File: src/rtl/exec_unit_pkg.sv
// ============================================================================
// Module      : exec_unit_pkg
// Description : Opcodes, per-op latencies and FSM encoding shared by the
//               execution unit, reservation station and decoder.
// Revision    : 1.0 - initial release
// ============================================================================
`default_nettype none

package exec_unit_pkg;

    typedef enum logic [1:0] {
        ST_IDLE     = 2'd0,
        ST_EXEC     = 2'd1,
        ST_WAIT_CDB = 2'd2
    } exec_state_t;

    localparam logic [4:0] OP_ADD = 5'd0;
    localparam logic [4:0] OP_SUB = 5'd1;
    localparam logic [4:0] OP_AND = 5'd2;
    localparam logic [4:0] OP_OR  = 5'd3;
    localparam logic [4:0] OP_SLT = 5'd4;
    localparam logic [4:0] OP_MUL = 5'd5;

    localparam logic [1:0] LAT_MUL     = 2'd3;
    localparam logic [1:0] LAT_DEFAULT = 2'd1;

    // Unknown opcodes take the single-cycle path.
    function automatic logic [1:0] op_latency(input logic [4:0] op);
        return (op == OP_MUL) ? LAT_MUL : LAT_DEFAULT;
    endfunction

endpackage

`default_nettype wire

File: src/rtl/exec_unit_alu.sv
// ============================================================================
// Module      : exec_alu
// Description : Purely combinational datapath for the execution unit.
// Revision    : 1.0 - initial release
// ============================================================================
`default_nettype none

module exec_alu
    import exec_unit_pkg::*;
(
    input  logic [4:0]  op,
    input  logic [31:0] a,
    input  logic [31:0] b,
    output logic [31:0] result
);

    always_comb begin
        result = 32'd0;
        case (op)
            OP_ADD:  result = a + b;
            OP_SUB:  result = a - b;
            OP_AND:  result = a & b;
            OP_OR:   result = a | b;
            OP_SLT:  result = ($signed(a) < $signed(b)) ? 32'd1 : 32'd0;
            OP_MUL:  result = a * b;
            default: result = 32'd0;
        endcase
    end

endmodule

`default_nettype wire

File: src/rtl/exec_unit.sv
// ============================================================================
// Module      : exec_unit
// Description : Single-issue execution unit: latches one instruction, runs it
//               for its latency, then holds the tagged result on the CDB
//               until the arbiter grants.
// Revision    : 1.0 - initial release
// ============================================================================
`default_nettype none

module exec_unit
    import exec_unit_pkg::*;
#(
    parameter logic [4:0] RS_BASE = 5'd1
) (
    input  logic        clk,
    input  logic        nRST,
    input  logic        inValid,
    input  logic [4:0]  opIn,
    input  logic [31:0] dataIn1,
    input  logic [31:0] dataIn2,
    input  logic [4:0]  labelIn,
    output logic        exeReady,
    output logic        cdbReq,
    input  logic        cdbGrant,
    output logic        BCEN,
    output logic [4:0]  BClabel,
    output logic [31:0] BCdata
);

    exec_state_t state_q, state_d;
    logic [1:0]  cnt_q, cnt_d;
    logic [4:0]  op_q, op_d;
    logic [31:0] a_q, a_d;
    logic [31:0] b_q, b_d;
    logic [4:0]  tag_q, tag_d;
    logic [31:0] result_q, result_d;

    logic [31:0] alu_result;
    logic        in_wait;

    // Only the low two slot bits select a station entry.
    logic unused_label_bits;
    assign unused_label_bits = ^labelIn[4:2];

    exec_alu u_alu (
        .op     (op_q),
        .a      (a_q),
        .b      (b_q),
        .result (alu_result)
    );

    always_comb begin
        state_d  = state_q;
        cnt_d    = cnt_q;
        op_d     = op_q;
        a_d      = a_q;
        b_d      = b_q;
        tag_d    = tag_q;
        result_d = result_q;

        case (state_q)
            ST_IDLE: begin
                if (inValid) begin
                    op_d    = opIn;
                    a_d     = dataIn1;
                    b_d     = dataIn2;
                    tag_d   = RS_BASE + {3'b000, labelIn[1:0]};
                    cnt_d   = op_latency(opIn) - 2'd1;
                    state_d = ST_EXEC;
                end
            end
            ST_EXEC: begin
                if (cnt_q == 2'd0) begin
                    result_d = alu_result;
                    state_d  = ST_WAIT_CDB;
                end else begin
                    cnt_d = cnt_q - 2'd1;
                end
            end
            ST_WAIT_CDB: begin
                if (cdbGrant) begin
                    state_d = ST_IDLE;
                end
            end
            default: begin
                state_d = ST_IDLE;
            end
        endcase
    end

    always_ff @(posedge clk) begin
        if (!nRST) begin
            state_q  <= ST_IDLE;
            cnt_q    <= 2'd0;
            op_q     <= 5'd0;
            a_q      <= 32'd0;
            b_q      <= 32'd0;
            tag_q    <= 5'd0;
            result_q <= 32'd0;
        end else begin
            state_q  <= state_d;
            cnt_q    <= cnt_d;
            op_q     <= op_d;
            a_q      <= a_d;
            b_q      <= b_d;
            tag_q    <= tag_d;
            result_q <= result_d;
        end
    end

    // Bus outputs are zeroed outside WAIT_CDB so idle units never pollute the CDB.
    assign in_wait  = (state_q == ST_WAIT_CDB);
    assign exeReady = (state_q == ST_IDLE);
    assign cdbReq   = in_wait;
    assign BCEN     = in_wait & cdbGrant;
    assign BClabel  = in_wait ? tag_q    : 5'd0;
    assign BCdata   = in_wait ? result_q : 32'd0;

endmodule

`default_nettype wire

File: config.mk
export PLATFORM = sky130hd
export DESIGN_NAME = exec_unit
export DESIGN_NICKNAME = d
export VERILOG_FILES = /design/src/rtl/exec_unit_pkg.sv /design/src/rtl/exec_unit_alu.sv /design/src/rtl/exec_unit.sv
export SDC_FILE = /design/constraint.sdc
export NUM_CORES = 2
export LEC_CHECK = 0
export BUFFER_PORTS_ARGS = -buffer_cell sky130_fd_sc_hd__buf_2
export CAP_MARGIN = 20
export CORE_UTILIZATION = 35
export DETAILED_ROUTE_END_ITERATION = 7
export GPL_ROUTABILITY_DRIVEN = 1
export HOLD_SLACK_MARGIN = 0.03
export PLACE_DENSITY = 0.47
export SLEW_MARGIN = 15
export SYNTH_ARGS = -nofsm -noshare
export SYNTH_HDL_FRONTEND = slang
export SYNTH_HIERARCHICAL = 1
export SYNTH_SLANG_ARGS = --single-unit
File: constraint.sdc
create_clock -name clk -period 13.46 [get_ports clk]
set_input_delay 1.346 -clock clk [delete_from_list [all_inputs] [get_ports clk]]
set_output_delay 1.346 -clock clk [all_outputs]
set_load 0.03 [all_outputs]
==> run summary <==
### STA
* **Period minus WS final** 8960 ps
* **final slew viol count** 0
* **worst clock skew on the final layout** 27.6 ps
* **final setup violation count** 0
* **timing-limited maximum frequency** 0.112 GHz
* **Final period util** 66.5%
* **transition time at the pin with the least slew margin** 1180 ps
* **total negative slack for setup checks** 0 ps
* **unrepaired setup endpoints after global routing** false
* **headroom to the max-slew limit** 21.1%
* **number of hold-slack violations in the final timing report** 0

### Drt
* **via count** 20300
* **count of TritonRoute iterations in the first routing pass** 5
* **average wire per cell in the routed design** 23.8 µm
* **residual antenna-violating net count after detailed routing** 0
* **# DRC** 0
* **vias per cell** 5.30
* **total wirelength of the detailed-routed design** 91200 µm
* **DRT iter0 DRCs** 1617

### Setup path
* **critical path capture point** result_q[31]
* **arrival time at the worst endpoint** 9280 ps
* **reg-to-reg startpoint** a_q[5]
* **slack of the worst reg-to-reg path** 4500 ps
* **start point of the critical path** a_q[5]
* **Worst Path Class, Setup** flop to flop
* **cell mode on critical path** fa_1
* **nature of the critical path startpoint** flop
* **stage delay of the slowest cell on the critical path** 1030 ps
* **endpoint required time on the critical path** 13780 ps
* **Crit Path Max Fanout** 18
* **category of the worst setup path capture point** flop
* **number of cells on the worst reg-to-reg path** 29
* **CP max-delay cell** clkinv_1
* **endpoint of the most critical register-to-register path** result_q[31]

### Layout
* **relative area change from synthesis to final layout** 7.49%
* **register area** 2160 µm²
* **fill cell instance count of the final layout** 7123
* **footprint of the multi-input gates** 19200 µm²
* **Final Util** 38.1%
* **post-layout net count** 3654
* **fraction of layout instances using a drive strength above 1** 8.40%

### Floorplan
* **vertical extent of the die** 263 µm
* **std cell rows** 95
* **area of the core region** 67300 µm²
* **effective utilization at floorplan** 35.4%
* **Die Footprint** 69200 µm²
* **die width** 263 µm
* **Ports** 118

### Place
* **IO Port Bufs** 112
* **post-DP HPWL** 69900 µm
* **gpl congestion** 0.961

### Power
* **IR drop worst, VDD** 0.0544 mV
* **P_leak** 0.0117 µW
* **total power per unit cell area** 62.4 nW/µm²

### Clocking
* **H-Tree Level Count** 3
* **clock-pin transition on the worst setup and hold timing paths** 90 ps
* **CTS tree** done
* **TritonCTS Sinks** 108
* **number of hold buffers added after CTS** 0
* **worst-skew pair later-pin latency** 410 ps
* **CTS Buf Count** 9
* **count of instances resized after the clock tree is built** 0
* **CTS Root Cell** clkbuf_16
* **Setup Buffers After CTS** 0
* **CTS max path bufs** 2

### Synth
* **adder and majority cell fraction of the synthesized area** 46.0%
* **combinational family with the most area after synthesis** adder cells
* **number of synthesis warnings** 6
* **Synth Area in Compound Gates** 13.1%
* **leading register cell type out of synthesis** dfxtp_1
* **cell area after technology mapping** 23800 µm²
* **post-synthesis share of cell area spent on xor and xnor gates** 4.08%
* **mean cell area of the mapped netlist** 8.21 µm²
* **cell taking the most area after synthesis** fa_1
* **synthesized flop and latch total** 108
* **multiplexer share of the synthesized area** 0.362%
* **unique cell type count in the Yosys netlist** 84
* **async set or reset register ratio after synthesis** 0%
* **Post-synth EDFFs** 0
* **sequential area share after synthesis** 9.07%
* **simple-gate share of the synthesized area** 16.9%
* **synthesized instance count** 2904
* **most area-consuming cells after synthesis** fa_1, ha_1, dfxtp_1, inv_1, nand2_1
* **area share of the leading cell type in the synthesized netlist** 34.4%

### Run
* **count of max-cap constraint violations** 0

### Hold path
* **launch point of the worst hold path** result_q[24]
* **Hold Path Class** flop to flop

### Global routing
* **number of antenna violations at the first check in global routing** 0
* **Overflow after GRT** 0
* **maximum number of pins on one net before global-route repair** 110
* **number of global-route vias before repair** 20800
* **total global routing track utilization** 26.8%
* **global-route wire length before repair** 136000 µm

### Run status
* **status** completed

-- worst min path at each step --
stage          cells past startpoint  slack (ps)           end
2_1_floorplan                      2         430  result_q[12]
3_3_place_gp                       2         440  result_q[24]
3_5_place_dp                       2         440  result_q[24]
4_1_cts                            2         450  result_q[24]
5_1_grt                            2         480  result_q[21]
6_report                           2         450  result_q[24]
-- Yosys cell counts, types with 17 or more instances --
master / count
dfxtp_1: 108
ha_1: 220
o21ai_0: 65
xnor2_1: 89
nor3_1: 17
and2_1: 41
a21o_1: 21
xor2_1: 22
a21oi_1: 90
a21boi_1: 43
a21boi_0: 56
fa_1: 410
nor2_1: 369
a211oi_1: 19
inv_1: 463
o211ai_1: 18
nand2_1: 459
clkbuf_1: 103
-- through the flow --
step           hold slack, ps  cells  power (µW)  instance area [µm²]  worst slack [ps]
5_1_grt                   477   3824        1710                25600              4210
3_5_place_dp              443   3808        1300                25300              4590
6_report                  449   3825        1600                25600              4500
2_1_floorplan             430   2905         964                23800              6030
4_1_cts                   455   3824        1600                25600              4550
3_3_place_gp              442   3808        1290                25300              4640
-- kinds of logic (layout without fill, tap and decap cells) --
kind of cell / Yosys count / in the layout
compound gates: 443 / 443
xor+xnor: 111 / 111
fa+ha+maj: 630 / 630
buf+inv: 629 / 675
flops: 108 / 108
mux: 8 / 8
other cells: 1 / 3
simple gates: 974 / 974
-- worst max-delay path: cells and delay by family, from the launching register on --
| kind | cells | cell delay [ps] |
|---|---|---|
| AOI/OAI and AO/OA | 8 | 1980 |
| buffers and inverters | 8 | 1720 |
| muxes | 1 | 330 |
| and+or+nand+nor | 3 | 610 |
| DFF | 1 | 310 |
| adders and majority gates | 9 | 3900 |
-- layer usage --
layer | GRT usage (%) | vias up | wire, µm
met4 | 8.46 | 0 | 3100
met3 | 4.40 | 118 | 6130
met2 | 43.5 | 751 | 42300
met5 | 0 | - | 0
li1 | - | 9102 | -
met1 | 36.3 | 10300 | 39700
-- power breakdown --
group          switching [µW]  total, µW  internal [µW]
clock network             162        296            135
logic                     619        934            315
registers                28.1        370            341
-- registers in the layout, indices dropped and copies added, names as in the netlist --
| name | count |
|---|---|
| tag_q | 3 |
| a_q | 32 |
| cnt_q | 2 |
| state_q | 2 |
| op_q | 5 |
| b_q | 32 |
| result_q | 32 |
-- final cells by class --
class / instances / share of cell area (%)
inverter: 480 / 7.03
tap: 873 / 4.26
multi-input combinational: 2168 / 74.9
sequential: 108 / 8.44
clock inverter: 7 / 0.347
clock buffer: 9 / 0.879
timing repair buffer: 179 / 4.15
antenna: 1 / 0.00976
-- layout by cell type (no fill, tap or decap), drive strengths merged, types with 16 or more instances in the layout --
master	count
o211ai	19
buf	179
dfxtp	108
inv	471
o21ai	65
nor3	17
a211oi	20
nand2	469
and2	41
a21oi	90
ha	220
clkinv	16
xnor2	89
xor2	22
a21boi	110
nor2	369
fa	410
a21o	21
No activity file was read; power rests on OpenSTA's default activity.
